File: src/rtl/pe_mac_sat.sv
// pe_mac_sat: systolic processing element. It computes a signed fixed-point
// multiply-accumulate and forwards its operands (X to the right, W downward).
//
// Pipeline: S1 multiplies. S2 rounds and rescales. S3 accumulates, and on the
// last term of a dot product it also produces the saturated result. The block
// accepts one term per cycle with no issue gaps.
//
// Ports:
//   I_CLK        clock, rising edge
//   I_ASYN_RSTN  asynchronous active-low reset
//   I_SYNC_RSTN  synchronous active-low clear (same effect as reset)
//   I_VLD        operand pair valid
//   I_LAST       final term of the current dot product (qualified by I_VLD)
//   I_X, I_W     activation / weight, two's complement QX.FRAC
//   O_VLD,O_LAST I_VLD / I_LAST delayed by one cycle
//   O_X, O_W     operands forwarded to the neighbours (load on I_VLD only)
//   O_D_VLD      one-cycle pulse: O_D / O_SAT hold a finished dot product
//   O_D          dot product, saturated to D_W bits
//   O_SAT        saturation occurred somewhere in the reported dot product
module pe_mac_sat #(
  parameter int D_W   = 16,
  parameter int FRAC  = 13,
  parameter int ACC_W = 24
) (
  input  logic           I_CLK,
  input  logic           I_ASYN_RSTN,
  input  logic           I_SYNC_RSTN,
  input  logic           I_VLD,
  input  logic           I_LAST,
  input  logic [D_W-1:0] I_X,
  input  logic [D_W-1:0] I_W,
  output logic           O_VLD,
  output logic           O_LAST,
  output logic [D_W-1:0] O_X,
  output logic [D_W-1:0] O_W,
  output logic           O_D_VLD,
  output logic [D_W-1:0] O_D,
  output logic           O_SAT
);

  localparam int P_W   = 2 * D_W;
  // The rounding add is done wide enough that p + half-LSB cannot wrap.
  // This also covers (-2^(D_W-1))^2.
  localparam int EXT_W = (ACC_W > P_W + 1) ? ACC_W : P_W + 1;

  localparam logic signed [EXT_W-1:0] RND     = {{(EXT_W-1){1'b0}}, 1'b1} << (FRAC - 1);
  localparam logic signed [ACC_W-1:0] ACC_MAX = {1'b0, {(ACC_W-1){1'b1}}};
  localparam logic signed [ACC_W-1:0] ACC_MIN = {1'b1, {(ACC_W-1){1'b0}}};
  localparam logic signed [ACC_W-1:0] D_MAX   = {{(ACC_W-D_W+1){1'b0}}, {(D_W-1){1'b1}}};
  localparam logic signed [ACC_W-1:0] D_MIN   = {{(ACC_W-D_W+1){1'b1}}, {(D_W-1){1'b0}}};

  // All state lives in one record, so both resets clear it with a single '0.
  typedef struct packed {
    logic             o_vld;
    logic             o_last;
    logic [D_W-1:0]   o_x;
    logic [D_W-1:0]   o_w;
    logic             s1_vld;
    logic             s1_last;
    logic [P_W-1:0]   s1_p;
    logic             s2_vld;
    logic             s2_last;
    logic [ACC_W-1:0] s2_r;
    logic             s2_rsat;   // the rescaled term itself had to be clamped
    logic [ACC_W-1:0] acc;
    logic             acc_open;  // 0 => the next valid term starts a new dot product
    logic             sticky;
    logic             o_d_vld;
    logic [D_W-1:0]   o_d;
    logic             o_sat;
  } state_t;

  state_t q, d;

  // S2 datapath: round half up, arithmetic shift, then narrow to ACC_W.
  // Narrowing saturates rather than wraps. When ACC_W >= 2*D_W-FRAC this is
  // identical to plain truncation. When ACC_W is smaller, a value that does
  // not fit is clamped and flagged instead of changing sign.
  logic signed [EXT_W-1:0]     p_ext;
  logic signed [EXT_W-1:0]     r_ext;
  logic [EXT_W-ACC_W:0]        r_hi;
  logic                        r_ovf;
  logic signed [ACC_W-1:0]     r_nar;

  // S3 datapath: accumulate at ACC_W+1 bits, clamp, then clamp to D_W.
  logic signed [ACC_W-1:0]     base;
  logic [ACC_W:0]              sum;
  logic                        acc_ovf;
  logic signed [ACC_W-1:0]     acc_nxt;
  logic                        sticky_nxt;
  logic                        d_hi;
  logic                        d_lo;
  logic [D_W-1:0]              d_nxt;

  always_comb begin
    p_ext   = EXT_W'($signed(q.s1_p));
    r_ext   = (p_ext + RND) >>> FRAC;
    r_hi    = r_ext[EXT_W-1:ACC_W-1];
    r_ovf   = !((&r_hi) || !(|r_hi));
    r_nar   = r_ovf ? (r_ext[EXT_W-1] ? ACC_MIN : ACC_MAX) : r_ext[ACC_W-1:0];

    base    = q.acc_open ? $signed(q.acc) : '0;
    sum     = {base[ACC_W-1], base} + {q.s2_r[ACC_W-1], q.s2_r};
    acc_ovf = sum[ACC_W] ^ sum[ACC_W-1];
    acc_nxt = acc_ovf ? (sum[ACC_W] ? ACC_MIN : ACC_MAX) : sum[ACC_W-1:0];
    // The previous dot product's sticky bit is dropped when a new one starts.
    sticky_nxt = (q.acc_open & q.sticky) | acc_ovf | q.s2_rsat;

    d_hi    = acc_nxt > D_MAX;
    d_lo    = acc_nxt < D_MIN;
    d_nxt   = d_hi ? D_MAX[D_W-1:0] : (d_lo ? D_MIN[D_W-1:0] : acc_nxt[D_W-1:0]);
  end

  always_comb begin
    // NOTE: start from the current state so every field has a value on every
    // path; anything not updated below holds, and no latch is inferred.
    d = q;

    // Forwarding
    d.o_vld  = I_VLD;
    d.o_last = I_LAST;
    if (I_VLD) begin
      d.o_x = I_X;
      d.o_w = I_W;
    end

    // S1: capture and multiply
    d.s1_vld  = I_VLD;
    d.s1_last = I_VLD & I_LAST;
    if (I_VLD) d.s1_p = $signed(I_X) * $signed(I_W);

    // S2: rescale
    d.s2_vld  = q.s1_vld;
    d.s2_last = q.s1_last;
    if (q.s1_vld) begin
      d.s2_r    = r_nar;
      d.s2_rsat = r_ovf;
    end

    // S3: accumulate. On a last term, also publish the result.
    d.o_d_vld = q.s2_vld & q.s2_last;
    if (q.s2_vld) begin
      d.acc      = acc_nxt;
      d.sticky   = sticky_nxt;
      d.acc_open = !q.s2_last;
      if (q.s2_last) begin
        d.o_d   = d_nxt;
        d.o_sat = sticky_nxt | d_hi | d_lo;
      end
    end
  end

  // NOTE: state registers use non-blocking assignments only, so every stage
  // samples the values from before the edge regardless of block ordering.
  always_ff @(posedge I_CLK or negedge I_ASYN_RSTN) begin
    if (!I_ASYN_RSTN)      q <= '0;
    else if (!I_SYNC_RSTN) q <= '0;
    else                   q <= d;
  end

  assign O_VLD   = q.o_vld;
  assign O_LAST  = q.o_last;
  assign O_X     = q.o_x;
  assign O_W     = q.o_w;
  assign O_D_VLD = q.o_d_vld;
  assign O_D     = q.o_d;
  assign O_SAT   = q.o_sat;

endmodule

File: config.mk
export PLATFORM = sky130hd
export DESIGN_NAME = pe_mac_sat
export DESIGN_NICKNAME = d
export VERILOG_FILES = /design/src/rtl/pe_mac_sat.sv
export SDC_FILE = /design/constraint.sdc
export NUM_CORES = 1
export LEC_CHECK = 0
export BUFFER_PORTS_ARGS = -buffer_cell sky130_fd_sc_hd__buf_2
export CORE_UTILIZATION = 30
export CTS_BUF_LIST = sky130_fd_sc_hd__clkbuf_4 sky130_fd_sc_hd__clkbuf_8
export DETAILED_ROUTE_END_ITERATION = 10
export PLACE_DENSITY_LB_ADDON = 0.05
export REMOVE_ABC_BUFFERS = 1
export SLEW_MARGIN = 20
export SYNTH_ARGS = -nofsm -noshare
export SYNTH_HDL_FRONTEND = slang
export SYNTH_SLANG_ARGS = --single-unit
File: constraint.sdc
create_clock -name I_CLK -period 11 [get_ports I_CLK]
set_input_delay 2.2 -clock I_CLK [delete_from_list [all_inputs] [get_ports I_CLK]]
set_output_delay 2.2 -clock I_CLK [all_outputs]
set_load 0.03 [all_outputs]
; ---- After elaboration in Yosys (flattened, before gate mapping)
; Cells that the tools add are included.
[op_classes]
n_addsub = 2
n_mul = 1
n_lt_le_gt_ge = 2
eq_ne = 4
n_mux = 12
bitwise = 8
n_reduce_logical = 2
[op_table]
columns = cell, n
row1 = 139-bit two-way mux, 1
row2 = 24-bit two-way mux, 3
row3 = 32-bit two-way mux, 2
row4 = 17-bit two-way mux, 2
row5 = 32-bit by 14-bit adder with 33-bit output (second input constant), 1
row6 = 16-bit by 16-bit multiplier with 32-bit output, 1
row7 = 16-bit two-way mux, 2
row8 = 26-bit two-way mux, 1
row9 = 24-bit by 24-bit adder with 25-bit output, 1
row10 = 25-bit two-way mux, 1
row11 = 24-bit by 16-bit > comparator with 1-bit output (second input constant), 1
row12 = 24-bit by 16-bit less-than comparator with 1-bit output (second input constant), 1
row13 = 2-bit by 1-bit != test with 1-bit output (second input constant), 4
row14 = 1-bit OR, 4
row15 = 1-bit AND, 3
row16 = 2-bit AND reduction, 1
row17 = 1-bit zero test, 1
row18 = 1-bit XOR, 1
[totals]
regBits = 139
in_bits = 37
out_inout_bits = 52
word_cells = 48

; ---- Longest topological paths before layout
[logic_depth]
word_depth = 10
depth_mapped = 25
ltp_nobuf = 24

; ---- Worst setup path before layout
; OpenSTA, ideal clock, no wires.
[synth_timing]
path_type = input to register
start = in I_W[9]
end = reg q, in the netlist p_ext[31]
setup_time_ns = 0.140
t_arrival_ns = 7.833
required_ns = 10.860
path_slack_ns = 3.027
cell_stages = 25
path_buffers = 2
path_cell_list = clkbuf_1 clkbuf_1 nand2_1 fa_1 inv_1 fa_1 inv_1 fa_1 inv_1 fa_1 fa_1 inv_1 fa_1 inv_1 ha_1 o21a_1 o211ai_1 a21oi_1 o21ai_0 a21oi_1 a41oi_1 o31ai_1 a21oi_1 xnor2_1 a21oi_1
[synth_between]
elab_chain_cells = 3
[synth_rtl]
columns = element, line
row1 = from (decl), 31  ; input logic [D_W-1:0] I_W,
row2 = 16-bit by 16-bit multiplier with 32-bit output, 130  ; if (I_VLD) d.s1_p = $signed(I_X) * $signed(I_W);
row3 = 32-bit two-way mux, 130
row4 = 139-bit two-way mux, 157  ; else if (!I_SYNC_RSTN) q <= '0;
row5 = to (signal assigned), 156  ; if (!I_ASYN_RSTN) q <= '0;
row6 = to (signal assigned), 157
row7 = to (signal assigned), 158  ; else q <= d;
row8 = to (decl), 73  ; state_t q, d;
; Every way passes these cells. The select of a mux whose other input is x is not followed.
; A chain may end at the register's enable or synchronous reset.

; ---- Worst setup path after layout
[layout_timing]
start = in I_X[0]
end = reg q, in the netlist p_ext[31]
[layout_between]
elab_chain_cells = 3
[layout_rtl]
columns = element, line
row1 = from (decl), 30  ; input logic [D_W-1:0] I_X,
row2 = 16-bit by 16-bit multiplier with 32-bit output, 130
row3 = 32-bit two-way mux, 130
row4 = 139-bit two-way mux, 157
; Every way passes these cells. The select of a mux whose other input is x is not followed.

==> results.txt <==
setup repair bufs after CTS = 0
port bufs = 88
TritonCTS Buffers = 17
slowest CP cell = fa_1
Psw = 2.85 mW
first-pass GRT wire length = 75400 um
fin. max-slew vios = 0
Final #Nets = 2139
sw frac = 51.2%
final hold slack = 0.465 ns
synth-to-layout area growth = 6.99%
combinational share of power = 82.6%
Via Count = 11500
P_int = 2.72 mW
Period minus WS final = 8.11 ns
I/O pin total = 89
Starting Density = 30.6%
Final HPWL DP = 35400 um
vias in the first global route = 12700
Max-Cap Viols = 0
Post-CTS Resized = 0
final cell count without fillers = 2490
initial DRC count = 505
Max Clock Skew = 0.0186 ns
Tightest Hold Check Type = register to register
final setup violation count = 0
clock share of power = 7.6%
Pre-Repair DR Iteration Count = 6
leading area contributor after synthesis = fa_1
syn avg cell area = 9.54 sq um
#FFs+latches synth = 121
RSZ-0062 raised after global routing = false
critical path class = input pin to register
GRT Total Usage = 17.7%
share of the synthesized area in the top cell type = 31.5%
Crit. End Element = register
Post-synth EDFFs = 0
wire length per cell = 18.8 um
clk slew on worst S/H paths = 0.09 ns
Post-Layout Inst Area = 17800 sq um
Post-Route WL = 46800 um
CTS tree = done
Total Power = 5.57 mW
slew margin rel. = 48.6%
layout cell share with drive strength beyond 1 = 9.44%
count of different cell masters after synthesis = 68
most used cell, CP = fa_1
GPL Wtd Cong = 0.788
maximum clock frequency = 123 MHz
Via density = 4.63
CP Launch Type = input pin
fin crit share = 73.7%
GRT Residual Overflow = 0
Core ar. = 54300 sq um
Synth Flop Type = dfrtp_1
CP Cell Sequence = buf_2 -> nand2b_1 -> fa_1 -> fa_1 -> inv_1 -> fa_1 -> fa_1 -> fa_1 -> inv_1 -> fa_1 -> inv_1 -> ha_1 -> o21a_1 -> o211ai_1 -> a21oi_1 -> o21ai_0 -> a21oi_1 -> a41oi_1 -> o31ai_1 -> a21oi_1 -> xnor2_1 -> a21oi_1
PwrDens = 313 nW/um^2
Seq pwr share = 9.8%
Clock Tree Buf Depth = 2
DIE AREA = 56400 sq um
largest cells by area after synthesis = fa_1, dfrtp_1, ha_1, inv_1, and2_1
final hold viol count = 0
Crit path largest cell delay = 0.55 ns
Placed Area = 17400 sq um
setup ws final = 2.89 ns
Die X = 238 um
dpl cells = 2454
Static Leak = 9.22 nW
Syn. warnings = 0
antenna violations before repair = 2
clk sinks = 121
CTS root buffer = clkbuf_8
Finished Core Util = 32.8%
Die Ht = 238 um
Post-Syn Instances = 1744
status = finished, final reports clean
Setup WS pre-CTS = 2.34 ns
CP arrival = 8.47 ns
critical path data required time = 11.36 ns
row cnt = 85
pin count of the biggest net entering global routing = 72
CTS Hold Bufs = 0
DRC = 0
final setup TNS = 0 ns
CP max FO = 16
worst-skew pair later-pin latency = 0.52 ns
post-route ant nets = 0
CTS H-Tree Depth = 4
Worst Max-Slew Pin Slew = 0.772 ns
post-synthesis instance area = 16600 sq um
register area share after synthesis = 18.2%
Max rail drop VDD = 0.000238 V
ys async rst share = 100%
[Yosys cell counts (6+ instances only)]
library cell / instances
nand2_1: 174
nand4_1: 10
inv_1: 307
and3_1: 6
o31ai_1: 7
o21ai_0: 44
xnor2_1: 29
o21a_1: 10
nor2_1: 42
or2_2: 14
clkbuf_1: 69
or3_1: 6
nand3_1: 20
a21oi_1: 40
ha_1: 106
o211ai_1: 6
buf_4: 49
a221o_1: 14
and2_1: 149
a21o_1: 22
dfrtp_1: 121
a31oi_1: 9
fa_1: 262
nand2b_1: 10
mux2i_1: 45
nor2b_1: 51
xor2_1: 29
o211a_1: 32
[cell usage in the layout, fill, tap and decap left out, drive strengths merged, types with 4 or more instances in the layout]
cell type  synthesis  layout
clkbuf            72      19
a221o             16      16
and3               6       6
diode              0       4
clkinv             1       4
nand2            174     174
nand3             20      20
nor2b             51      51
and2             149     149
mux2i             45      45
a21oi             42      42
a21o              23      23
buf               53      96
fa               262     262
o31ai              7       7
xnor2             29      29
nand4             10      10
inv              307     313
a31oi              9       9
a211oi             5       5
nand2b            11      11
a21boi             4       4
o211ai             6       6
dfrtp            121     121
o211a             32      32
o21ai             46      46
or2               14      14
nor2              43      43
o21a              11      11
xor2              29      29
ha               106     106
or3                7       7
[layout make-up]
cell class,instances,area (sq um)
antenna,4,10.0
sequential,121,3030
fill,5736,36500
clock inverter,13,136
clock buffer,19,262
timing repair buffer,96,512
tap,739,925
inverter,308,1160
multi-input combinational,1190,11800
[worst max-delay path: cells and delay by family]
family,cells,cell delay [ns]
buffers and inverters,4,0.63
adders and majority gates,7,3.45
AOI/OAI and AO/OA,9,1.66
xor gates and xnor gates,1,0.15
and+or+nand+nor,1,0.36
[worst paths after layout]
kind | to | slack, ns | depth (start not counted) | from
max in group asynchronous | q[46] | 8.14 | 2 | I_ASYN_RSTN
min in group asynchronous | q[41] | 1.68 | 1 | I_ASYN_RSTN
setup / recovery | p_ext[31] | 2.89 | 22 | I_X[0]
setup reg to reg | O_D[14] | 5.38 | 19 | q[19]
hold reg to reg | q[69] | 0.47 | 1 | d[69]
hold / removal | q[69] | 0.47 | 1 | d[69]
[power by group through the flow]
stage | Sequential [mW] | Combinational (mW) | Clock [mW]
3_5_place_dp | 0.554 | 4.69 | 0
6_report | 0.544 | 4.60 | 0.424
2_1_floorplan | 0.558 | 3.57 | 0
3_3_place_gp | 0.553 | 4.70 | 0
4_1_cts | 0.545 | 4.73 | 0.449
5_1_grt | 0.552 | 5.35 | 0.462
[logic make-up (layout without fill, tap and decap cells)]
| family | count (synthesis) | in the layout | synth area share [%] |
|---|---|---|---|
| compound gates | 219 | 219 | 9.84 |
| xor+xnor | 58 | 58 | 3.05 |
| fa+ha+maj | 368 | 368 | 39.5 |
| buf+inv | 433 | 436 | 11.0 |
| flops | 121 | 121 | 18.2 |
| mux | 47 | 47 | 2.89 |
| other cells | 0 | 4 | 0 |
| simple gates | 498 | 498 | 15.5 |
[flip-flops by register name, indices dropped and copies added, names as in the netlist, 16 cells and up]
signal  flops
q          48
p_ext      20
O_D        16
O_W        16
O_X        16
[layer usage]
| layer | GRT usage, % | vias to the layer above | wire length [um] |
|---|---|---|---|
| met5 | 0 | - | 12 |
| met4 | 4.32 | 2 | 656 |
| met3 | 2.67 | 32 | 1350 |
| met2 | 29.0 | 155 | 22000 |
| met1 | 24.3 | 5942 | 22800 |
| li1 | - | 5399 | - |
Power figures use the tool's default switching activity.
